--- src/rtl/riscv_fetch_align.sv ---
`default_nettype none
// ============================================================================
// riscv_fetch_align
// RV64IMC fetch stage: PC register, word-aligned imem address, and alignment of
// 16/32-bit parcels, including 32-bit instructions that straddle a word.
// The C-extension aligner is enabled by defining RISCV_FETCH_CEXT_EN.
// Revision: 1.0
// ============================================================================
module riscv_fetch_align #(
  parameter int unsigned      XLEN     = 64,
  parameter logic [XLEN-1:0]  RESET_PC = '0
) (
  input  logic            i_riscv_fetch_clk,
  input  logic            i_riscv_fetch_rst,
  input  logic            i_riscv_fetch_stallpc,
  input  logic            i_riscv_fetch_pcsrc,
  input  logic [XLEN-1:0] i_riscv_fetch_target,
  output logic [XLEN-1:0] o_riscv_fetch_imemaddr,
  input  logic [31:0]     i_riscv_fetch_imemdata,
  output logic            o_riscv_fetch_valid,
  output logic [31:0]     o_riscv_fetch_inst,
  output logic            o_riscv_fetch_compressed,
  output logic [XLEN-1:0] o_riscv_fetch_pc,
  output logic [XLEN-1:0] o_riscv_fetch_pcplussize
);

  logic [XLEN-1:0] r_pc;
  logic [XLEN-1:0] w_pc_next;
  logic [XLEN-1:0] w_word_base;

  assign w_word_base              = {r_pc[XLEN-1:2], 2'b00};
  assign o_riscv_fetch_pc         = r_pc;
  assign o_riscv_fetch_pcplussize = r_pc + (o_riscv_fetch_compressed ? XLEN'(2) : XLEN'(4));

`ifdef RISCV_FETCH_CEXT_EN
  typedef enum logic [0:0] {
    S_ALIGN = 1'b0,
    S_SPLIT = 1'b1
  } state_t;

  state_t      r_state;
  state_t      w_state_next;
  logic [15:0] r_hold;
  logic        w_hold_load;
  logic [15:0] w_lo;
  logic [15:0] w_hi;
  logic        w_unused_target;

  assign w_lo            = i_riscv_fetch_imemdata[15:0];
  assign w_hi            = i_riscv_fetch_imemdata[31:16];
  assign w_unused_target = i_riscv_fetch_target[0];

  always_comb begin
    w_state_next             = r_state;
    w_pc_next                = r_pc;
    w_hold_load              = 1'b0;
    o_riscv_fetch_imemaddr   = w_word_base;
    o_riscv_fetch_valid      = 1'b1;
    o_riscv_fetch_inst       = i_riscv_fetch_imemdata;
    o_riscv_fetch_compressed = 1'b0;
    case (r_state)
      S_ALIGN: begin
        if (!r_pc[1]) begin
          if (w_lo[1:0] != 2'b11) begin
            o_riscv_fetch_inst       = {16'h0000, w_lo};
            o_riscv_fetch_compressed = 1'b1;
            w_pc_next                = r_pc + XLEN'(2);
          end else begin
            w_pc_next = r_pc + XLEN'(4);
          end
        end else if (w_hi[1:0] != 2'b11) begin
          o_riscv_fetch_inst       = {16'h0000, w_hi};
          o_riscv_fetch_compressed = 1'b1;
          w_pc_next                = r_pc + XLEN'(2);
        end else begin
          // Straddling 32-bit instruction: park the low half, fetch the next word.
          o_riscv_fetch_valid = 1'b0;
          w_hold_load         = 1'b1;
          w_state_next        = S_SPLIT;
        end
      end
      S_SPLIT: begin
        o_riscv_fetch_imemaddr = w_word_base + XLEN'(4);
        o_riscv_fetch_inst     = {w_lo, r_hold};
        w_pc_next              = r_pc + XLEN'(4);
        w_state_next           = S_ALIGN;
      end
      default: begin
        w_state_next = S_ALIGN;
      end
    endcase
  end

  always_ff @(posedge i_riscv_fetch_clk) begin
    if (i_riscv_fetch_rst) begin
      r_pc    <= RESET_PC;
      r_state <= S_ALIGN;
      r_hold  <= '0;
    end else if (i_riscv_fetch_pcsrc) begin
      r_pc    <= {i_riscv_fetch_target[XLEN-1:1], 1'b0};
      r_state <= S_ALIGN;
    end else if (!i_riscv_fetch_stallpc) begin
      r_pc    <= w_pc_next;
      r_state <= w_state_next;
      if (w_hold_load) begin
        r_hold <= w_hi;
      end
    end
  end
`else
  logic [1:0] w_unused_target;

  assign w_unused_target = i_riscv_fetch_target[1:0];

  always_comb begin
    w_pc_next                = r_pc + XLEN'(4);
    o_riscv_fetch_imemaddr   = w_word_base;
    o_riscv_fetch_valid      = 1'b1;
    o_riscv_fetch_inst       = i_riscv_fetch_imemdata;
    o_riscv_fetch_compressed = 1'b0;
  end

  always_ff @(posedge i_riscv_fetch_clk) begin
    if (i_riscv_fetch_rst) begin
      r_pc <= RESET_PC;
    end else if (i_riscv_fetch_pcsrc) begin
      r_pc <= {i_riscv_fetch_target[XLEN-1:2], 2'b00};
    end else if (!i_riscv_fetch_stallpc) begin
      r_pc <= w_pc_next;
    end
  end
`endif

endmodule
`default_nettype wire
--- config.mk ---
export PLATFORM = sky130hd
export DESIGN_NAME = riscv_fetch_align
export DESIGN_NICKNAME = d
export VERILOG_FILES = /design/src/rtl/riscv_fetch_align.sv
export SDC_FILE = /design/constraint.sdc
export NUM_CORES = 1
export LEC_CHECK = 0
export CAP_MARGIN = 5
export CORE_AREA = 2 2 127 129
export DETAILED_ROUTE_END_ITERATION = 10
export DIE_AREA = 0 0 129 131
export GPL_TIMING_DRIVEN = 0
export PLACE_DENSITY = 0.78
export SLEW_MARGIN = 5
export SYNTH_ARGS = -nofsm -noshare
export SYNTH_HDL_FRONTEND = slang
export SYNTH_SLANG_ARGS = --single-unit
--- constraint.sdc ---
create_clock -name i_riscv_fetch_clk -period 2.7 [get_ports i_riscv_fetch_clk]
set_input_delay 0.54 -clock i_riscv_fetch_clk [delete_from_list [all_inputs] [get_ports i_riscv_fetch_clk]]
set_output_delay 0.54 -clock i_riscv_fetch_clk [all_outputs]
set_load 0.01 [all_outputs]
==> flow_summary.ini <==
[outcome]
status = finished, violations left
violations = setup timing

[floorplanning]
start_util = 0.367
fp-row-count = 46
floorplan.die_area_sq_um = 16900
die_x_microns = 129
core-area_sq_um = 15600
dieHeight_microns = 131
pin_count = 326

[timing]
skew_ns = 0.00969
rsz0062_at_grt = true
hold_viol = 0
min_period_over_period = 1.05
hold_ws_ns = 0.558
setup_viol = 24
timing.fmax_mhz = 352
slew-limit-headroom = 0.234
tightest_slew_ns = 1.14
fin_ws_ns = -0.138
layout_min_cycle_time_ns = 2.84
drv_slew = 0

[power]
p_leak_nw = 4.74
vdd_drop_max_mv = 0.288
power_density_nw_per_um2 = 333
total_power_mw = 3.64

[yosys]
synthTopCellsByArea = dfxtp_1, buf_4, xnor2_1
synth.distinct_cells = 57
synthCells = 745
ys_ff_latch = 62
avgSynthCellArea_sq_um = 7.69
synth_top_family_by_area = simple AND/OR/NAND/NOR gates
synth-xor-area-share = 0.145
synth_compound_area_frac = 0.111
synthArstFlopShare = 0
synthSimpleGateAreaFrac = 0.327
yosys.area.top_type = dfxtp_1
synth_edf_count = 0
synthMuxAreaShare = 0.00699
ys.flop_type = dfxtp_1
synth_top_area_frac = 0.217
yosysWarningCount = 0
ys_seq_area_frac = 0.217
synth_fa_ha_area_frac = 0.00218
netlist_area_sq_um = 5730

[setup_path]
critPathLaunchType = register
crit_family = simple AND/OR/NAND/NOR gates
endpoint_kind = output pin
arrival_ns = 2.30
slowest_stage = dfxtp_2
r2r-start = o_riscv_fetch_pc[10]
crit_path_start = o_riscv_fetch_pc[26]
path_buf_inv = 2
critPathKind = reg2out
reg2reg_slack_ns = 0.18
crit_path_max_incr_delay_ns = 0.44
crit_fanout = 7
path_cells = nand4_1 > nor4_4 > buf_4 > nand4_4 > nor3b_4 > xnor2_1 > buf_2
cp.required_ns = 2.16

[min_path]
hold_path.class = reg2reg
hold_start = o_riscv_fetch_pc[58]

[global_route]
grt_overflow = 0
track_usage = 0.298
grt_pass1_vias = 7165
antenna_found_initial = 0
grt_max_degree = 12
grt_pass1_wl_mm = 38.8

[route]
drtAntennaViolNets = 0
first_pass_iters = 6
wl_per_cell_microns = 20.5
drcViolationCount = 0
finalWirelength_mm = 28.5
vias_per_cell = 5.63
drtIter0Drc = 1086
via_count = 7805

[placed_design]
dpl.hpwl_mm = 18.4
io_buffers = 282
placed_area_sq_um = 8840
gp_congestion = 0.930
place_ws_ns = -1.16

[final_layout]
design_area_sq_um = 10900
drive_gt1_frac = 0.413
fin_util = 0.701
largest_reg_flops = 62
nNetsFinal = 1266
areaGrowthSynthToFinish_pct = 90.8

[clock_tree]
cts_max_level = 3
clkLatencyLatePin_ns = 0.34
cts_tree = yes
clockBufferDepth = 2
cts.clk_slew.worst_paths_ns = 0.06
cts_root_buf = clkbuf_16
cts.sinks = 62
cts_hold_buf = 0
numCtsBuffers = 9

[run]
drv_cap = 0
-- layout by cell type (no fill, tap or decap), types with 12 or more instances in the layout --
| cell type | netlist | routed |
|---|---|---|
| nand2_1 | 49 | 43 |
| nor2_1 | 81 | 66 |
| clkbuf_1 | 25 | 20 |
| nand4_1 | 33 | 33 |
| nor3_4 | 0 | 15 |
| xnor2_1 | 49 | 43 |
| xor2_1 | 46 | 43 |
| a211oi_1 | 33 | 33 |
| a311oi_1 | 13 | 13 |
| dfxtp_4 | 0 | 31 |
| dfxtp_2 | 0 | 26 |
| buf_6 | 0 | 29 |
| nor4_1 | 24 | 19 |
| inv_1 | 13 | 13 |
| nand3_1 | 28 | 17 |
| nor3_1 | 28 | 12 |
| clkdlybuf4s50_1 | 0 | 229 |
| buf_4 | 109 | 222 |
| buf_2 | 15 | 40 |
-- path summary, 6_finish.rpt --
path / endpoint / cells past startpoint
setup / recovery: o_riscv_fetch_pcplussize[56] / 7
hold / removal: o_riscv_fetch_pc[58] / 2
setup reg to reg: o_riscv_fetch_pc[58] / 9
hold reg to reg: o_riscv_fetch_pc[58] / 2
-- worst min-delay path: stages (launching register included) --
cell and delay [ns]:
dfxtp_2 0.36, o31ai_1 0.07, a311oi_1 0.08
-- stage by stage --
stage | cells | TNS [ns]
after global routing | 1386 | -4.18
after global placement | 1249 | -31.19
after detailed placement | 1249 | -32.96
final | 1387 | -1.30
after floorplan | 751 | 0
after CTS | 1341 | -0.763
-- routing by layer --
layer	GRT usage	vias to the layer above	part of all wire
met5	0	-	0
met4	0.136	0	0.053
met3	0.0729	159	0.11
met2	0.514	677	0.48
met1	0.350	3567	0.35
li1	-	3402	-
-- cells by family (layout without fill, tap and decap cells) --
group | count (synthesis) | in the layout
AO/OA/AOI/OAI | 85 | 85
XOR/XNOR | 95 | 95
adder cells (fa/ha/maj) | 1 | 1
buffers and inverters | 173 | 592
flip-flops | 62 | 62
multiplexers | 4 | 4
other | 2 | 9
AND/OR/NAND/NOR | 323 | 323
-- power by group --
part / internal, mW / leakage [nW] / switching (mW)
Clock: 0.831 / 0.157 / 0.447
Combinational: 0.708 / 4.04 / 0.512
Sequential: 0.982 / 0.542 / 0.156
-- cell usage after synthesis, drive strengths merged (2+ instances only) --
cell type / number
or4b: 2
o311a: 2
o21ai: 7
xor2: 46
o21a: 4
nand2: 51
nor3: 28
o2111a: 2
mux2i: 4
and3: 7
and4: 16
or4: 11
nand2b: 3
nand4: 40
clkbuf: 31
a211oi: 33
nand3: 33
nor4: 32
conb: 2
a21oi: 8
inv: 14
or2: 3
a2111oi: 4
dfxtp: 62
o31ai: 6
and2: 3
nor3b: 2
buf: 128
a311oi: 13
xnor2: 49
nor2: 82
o41ai: 2
or3: 6
-- repair_timing --
item                                    in CTS  in global routing
buffers inserted                            81                 56
resized for setup                          356                141
endpoints found under the setup margin      66                 58
pin swaps                                   50                 49
endpoints found under the hold margin        0                  0
-- area by class of cell --
class	count	area [sq um]
Timing Repair Buffer	415	3670
Multi-Input combinational cell	516	4120
Fill cell	1181	4670
Inverter	14	52.6
Buffer	147	1110
Tap cell	216	270
Antenna cell	1	2.50
Clock buffer	12	246
Sequential cell	62	1390
Clock inverter	4	70.1
Note: power is estimated with default switching activity, not from simulation.
